`src/rtl/commit_arbiter.sv`:
```
// commit_arbiter: burst-weighted round-robin arbiter feeding the single ROB write port.
// Define COMMIT_ARBITER_STATS_EN to add commit/conflict statistics counters.
`default_nettype none

module commit_arbiter #(
  parameter int NUM_CH = 3,
  parameter int TAG_W  = 6,
  parameter int DATA_W = 32,
  parameter int BURST  = 2
) (
  input  logic                          clk_i,
  input  logic                          rst_n_i,
  input  logic                          flush_i,
  input  logic [NUM_CH-1:0]             channel_valid_i,
  input  logic [NUM_CH-1:0][TAG_W-1:0]  channel_tag_i,
  input  logic [NUM_CH-1:0][DATA_W-1:0] channel_data_i,
  output logic [NUM_CH-1:0]             channel_ready_o,
  input  logic                          rob_ready_i,
  output logic                          rob_write_o,
  output logic [TAG_W-1:0]              rob_tag_o,
  output logic [DATA_W-1:0]             rob_entry_o,
  output logic [$clog2(NUM_CH)-1:0]     rob_channel_o
`ifdef COMMIT_ARBITER_STATS_EN
  ,
  output logic [31:0]                   commit_count_o,
  output logic [31:0]                   conflict_count_o
`endif
);

  localparam int CH_W  = $clog2(NUM_CH);
  localparam int CNT_W = $clog2(BURST + 1);
  localparam logic [CH_W-1:0]  LAST_CH   = CH_W'(NUM_CH - 1);
  localparam logic [CNT_W-1:0] BURST_MAX = CNT_W'(BURST);

  logic [CH_W-1:0]  cur;
  logic [CNT_W-1:0] burst_cnt;
  logic             slot_free;
  logic             hold;
  logic             grant_en;
  logic             handshake;
  logic [CH_W-1:0]  scan_idx;
  logic [CH_W-1:0]  search_idx;
  logic [CH_W-1:0]  grant_idx;

  assign slot_free = !rob_write_o || rob_ready_i;
  assign hold      = channel_valid_i[cur] && (burst_cnt < BURST_MAX);
  assign grant_idx = hold ? cur : search_idx;
  assign grant_en  = rst_n_i && slot_free && !flush_i && (|channel_valid_i);
  assign handshake = |(channel_valid_i & channel_ready_o);

  // Scan from the farthest offset down so the nearest valid channel after cur wins; cur itself is last.
  always_comb begin
    search_idx = cur;
    scan_idx   = cur;
    for (int i = NUM_CH; i >= 1; i--) begin
      scan_idx = CH_W'((int'(cur) + i) % NUM_CH);
      if (channel_valid_i[scan_idx]) search_idx = scan_idx;
    end
  end

  always_comb begin
    channel_ready_o = '0;
    if (grant_en) channel_ready_o[grant_idx] = 1'b1;
  end

  always_ff @(posedge clk_i) begin
    if (!rst_n_i) begin
      rob_write_o   <= 1'b0;
      rob_tag_o     <= '0;
      rob_entry_o   <= '0;
      rob_channel_o <= '0;
      cur           <= LAST_CH;
      burst_cnt     <= BURST_MAX;
    end else if (flush_i) begin
      rob_write_o   <= 1'b0;
      cur           <= LAST_CH;
      burst_cnt     <= BURST_MAX;
    end else if (handshake) begin
      rob_write_o   <= 1'b1;
      rob_tag_o     <= channel_tag_i[grant_idx];
      rob_entry_o   <= channel_data_i[grant_idx];
      rob_channel_o <= grant_idx;
      if (hold) begin
        burst_cnt <= burst_cnt + CNT_W'(1);
      end else begin
        cur       <= grant_idx;
        burst_cnt <= CNT_W'(1);
      end
    end else if (rob_ready_i) begin
      rob_write_o <= 1'b0;
    end
  end

`ifdef COMMIT_ARBITER_STATS_EN
  logic conflict;
  assign conflict = handshake && (|(channel_valid_i & ~channel_ready_o));

  // Statistics survive flush; only reset clears them.
  always_ff @(posedge clk_i) begin
    if (!rst_n_i) begin
      commit_count_o   <= '0;
      conflict_count_o <= '0;
    end else begin
      if (rob_write_o && rob_ready_i) commit_count_o <= commit_count_o + 32'd1;
      if (conflict) conflict_count_o <= conflict_count_o + 32'd1;
    end
  end
`endif

endmodule

`default_nettype wire

```
`config.mk`:
```
export PLATFORM = sky130hd
export DESIGN_NAME = commit_arbiter
export DESIGN_NICKNAME = d
export VERILOG_FILES = /design/src/rtl/commit_arbiter.sv
export SDC_FILE = /design/constraint.sdc
export NUM_CORES = 1
export LEC_CHECK = 0
export ABC_AREA = 0
export CAP_MARGIN = 20
export CORE_MARGIN = 2
export CORE_UTILIZATION = 35
export CTS_CLUSTER_DIAMETER = 80
export DETAILED_ROUTE_END_ITERATION = 10
export GPL_TIMING_DRIVEN = 0
export HOLD_SLACK_MARGIN = 0.12
export PLACE_DENSITY = 0.78
export SLEW_MARGIN = 20
export SYNTH_ARGS = -nofsm -noshare
export SYNTH_HDL_FRONTEND = slang
export SYNTH_SLANG_ARGS = --single-unit
```
`constraint.sdc`:
```
create_clock -name clk_i -period 2.8 [get_ports clk_i]
set_input_delay 0.56 -clock clk_i [delete_from_list [all_inputs] [get_ports clk_i]]
set_output_delay 0.56 -clock clk_i [all_outputs]
set_load 0.1 [all_outputs]
```
==> results.txt <==
Outcome = finished with violations
Failing checks = negative setup slack
CTS Sinks = 45
First-pass GRT wire length = 15.1 mm
Compound-gate portion of the synthesized area = 0.189
Post-layout nets = 615
Sequential share of power = 0.197
Synth Register Bits = 45
Core area = 0.00809 sq mm
Peak VDD IR = 0.000393 V
Worst path cell trace = inv_4 -> ha_4 -> mux2_4 -> o211a_1 -> o221a_4 -> nor2_4 -> buf_12 -> and3_4 -> buf_12
Iteration-0 DRC Markers = 137
Synth Flop Type = dfxtp_1
Power Density = 864 mW/mm^2
DRC = 0
FF-to-FF setup slack = 0.10 ns
Worst Path Arrival = 2.34 ns
Crit Reg-Reg Startpoint = cur[1]
Starting density of the core = 0.357
Syn_area_per_cell = 9.56 sq um
Initial antenna violation count = 0
Largest net degree at the start of global routing = 19
Crit-path max FO = 5
Worst Clk Skew = 0.00605 ns
WP data required = 2.24 ns
Area delta synth->final = 75.8%
Netlist cell types = 47
Period utilization = 1.04
Synth Area in Simple Gates = 0.118
Fillers = 674
EDFF count, synth = 0
All-Layer GR Usage = 0.211
Die span in y = 94.8 um
Comb power frac = 0.714
Post-Synth XOR/XNOR Area = 0
Measured slew at the worst slew-check pin = 1.01 ns
Hold_sp = rob_channel_o[1]
Cell row count = 33
Worst setup EP type = output pin
Worst setup endpoint = channel_ready_o[2]
Overflow after GRT = 0
# setup viols final = 3
Vias = 3116
Wirelength, routed = 9.56 mm
Minimum clock period = 2.90 ns
Unrepaired setup endpoints after global routing = true
Layout cell share with drive strength beyond 1 = 0.230
N_diodes = 0
Leak = 0.00216 uW
Clock root buffer = clkbuf_8
Worst reg2reg path depth = 11
Yosys Warn Count = 0
Routability cong. = 0.837
CP Launch Type = flop
Sequential area share after synthesis = 0.312
Deepest clock path buffer count = 2
DRT Pass-1 Iters = 4
Mapped Cells = 302
Reg clk slew, reported paths = 0.08 ns
P_sw = 2190 uW
CTS tree = done
CTS buffer count = 5
Die area = 0.00899 sq mm
IO Count = 165
Max Cap Violations = 0
Power share of the clock group = 0.090
Main combinational cell family by area after synthesis = multiplexers
Setup ws final = -0.101 ns
Routed length per placed instance = 16.0 um
Synthesized cell area = 0.00289 sq mm
Mux contribution to synthesized area = 0.304
Max-slew violation count = 0
Worst skew pair latency = 0.29 ns
DP HPWL = 7.04 mm
Hold Vio Cnt, Final = 0
Pint = 2190 uW
H-Tree Depth = 2
Final Non-Filler Cells = 596
Die W = 94.8 um
Placed insts = 568
Post-synthesis adder-cell area fraction = 0.0173
Crit path kind = flop to output pin
TNS Setup = -0.242 ns
Highest clock rate = 345 MHz
CP peak stage delay = 0.40 ns
Net switching fraction of the power = 0.500
DR vias/cell = 5.23
Port Buf Inserts = 161
Worst path slowest cell = dfxtp_4
Crit path top cell by count = buf_12
Antenna Nets Post-Route = 0
R2R Path End = rob_entry_o[13]
Worst hold path class = flop to flop
CP startpoint = cur[1]
Number of global-route vias before repair = 3210
Rel. slew slack = 0.325
Synth Net Count = 427
Ys async rst share = 0
==> how the worst min path moves through the flow <==
| stage | end | depth (start not counted) |
|---|---|---|
| 2_1_floorplan | burst_cnt[0] | 2 |
| 3_3_place_gp | rob_channel_o[1] | 2 |
| 3_5_place_dp | rob_channel_o[1] | 2 |
| 4_1_cts | rob_channel_o[1] | 2 |
| 5_1_grt | rob_channel_o[1] | 2 |
| 6_report | rob_channel_o[1] | 2 |
==> through the flow <==
stage / setup slack, ns / power, uW / cell area, sq um / hold WS (ns) / utilization
floorplan: -0.0182 / 3020 / 2940 / 0.434 / -
global placement: -1.54 / 3680 / 4680 / 0.437 / 0.579
detailed placement: -1.59 / 3730 / 4680 / 0.440 / 0.579
CTS: -0.0680 / 4310 / 5000 / 0.452 / 0.618
global route: -0.195 / 4600 / 5070 / 0.480 / 0.627
finish: -0.101 / 4380 / 5070 / 0.449 / 0.627
==> critical path: cells and delay by family, from the launching register on <==
kind	cells	cell delay (ns)
buf+inv	3	0.34
compound gates	2	0.52
fa+ha+maj	1	0.17
mux	1	0.31
flops	1	0.40
simple gates	2	0.31
==> registers in the layout, summed over array words and instances, names as in the netlist <==
| signal | cells |
|---|---|
| burst_cnt | 2 |
| cur | 2 |
| rob_channel_o | 2 |
| rob_entry_o | 32 |
| rob_tag_o | 6 |
| rob_write_o | 1 |
==> cell type report <==
class | instances | area [sq um] | share of cell area
multi-input combinational | 226 | 1930 | 0.380
timing repair buffer | 182 | 1800 | 0.354
buffer | 24 | 198 | 0.0390
clock inverter | 1 | 7.51 | 0.00148
tap | 105 | 131 | 0.0259
clock buffer | 7 | 76.3 | 0.0150
inverter | 6 | 27.5 | 0.00543
sequential | 45 | 908 | 0.179
==> logic make-up after synthesis <==
logic type,count (synthesis)
compound gates,69
flops,45
fa+ha+maj,4
simple gates,72
buf+inv,31
mux,81
==> Yosys cell counts, drive strengths merged, types with 2 or more instances <==
master / instances / share of area
nor2b: 4 / 0.0087
nor2: 6 / 0.0087
nand2b: 3 / 0.0065
clkbuf: 10 / 0.013
ha: 4 / 0.017
buf: 15 / 0.039
a21o: 3 / 0.0078
a211oi: 2 / 0.0052
o211a: 3 / 0.010
nand3: 2 / 0.0035
mux2: 40 / 0.16
dfxtp: 45 / 0.31
o21ai: 5 / 0.010
o221ai: 2 / 0.0082
o311ai: 2 / 0.0061
nand3b: 7 / 0.020
a21oi: 3 / 0.0052
inv: 6 / 0.0078
a22oi: 39 / 0.10
nand2: 45 / 0.059
mux2i: 41 / 0.15
==> repair_timing <==
action | in CTS | in global routing
gates cloned | 0 | 0
buffers inserted | 17 | 4
setup endpoints to repair | 34 | 43
resized for setup | 50 | 11
hold buffers | 0 | 0
hold endpoints to repair | 0 | 0
pin swaps | 10 | 7
==> per-layer routing <==
layer | GRT usage | wire length, um | vias to the layer above
met5 | 0 | 0 | -
met4 | 0.0471 | 131 | 0
met3 | 0.0583 | 714 | 12
met2 | 0.392 | 5200 | 123
met1 | 0.238 | 3510 | 1493
li1 | - | - | 1488
==> power groups by stage <==
stage / Sequential, uW / Combinational [uW] / Clock (uW)
after floorplan: 1800 / 1220 / 0
after global placement: 867 / 2820 / 0
after detailed placement: 875 / 2860 / 0
after CTS: 860 / 3050 / 405
after global routing: 881 / 3290 / 436
final: 861 / 3130 / 393
==> cell usage in the layout (no fill, tap or decap), types with 2 or more instances in the layout <==
master / instances
a211oi_1: 2
a21o_1: 3
a21oi_1: 2
a22oi_1: 39
buf_12: 3
buf_2: 2
buf_4: 20
buf_6: 8
clkbuf_1: 9
clkbuf_4: 4
clkbuf_8: 7
clkdlybuf4s50_1: 157
dfxtp_1: 43
dfxtp_4: 2
ha_4: 2
inv_1: 4
inv_4: 2
mux2_2: 38
mux2_4: 2
mux2i_1: 40
nand2_1: 45
nand2b_1: 2
nand3_1: 2
nand3b_1: 6
nor2_1: 3
nor2_4: 3
nor2b_1: 3
o211a_1: 2
o21ai_0: 3
o21ai_2: 2
(Power assumes the default switching activity.)
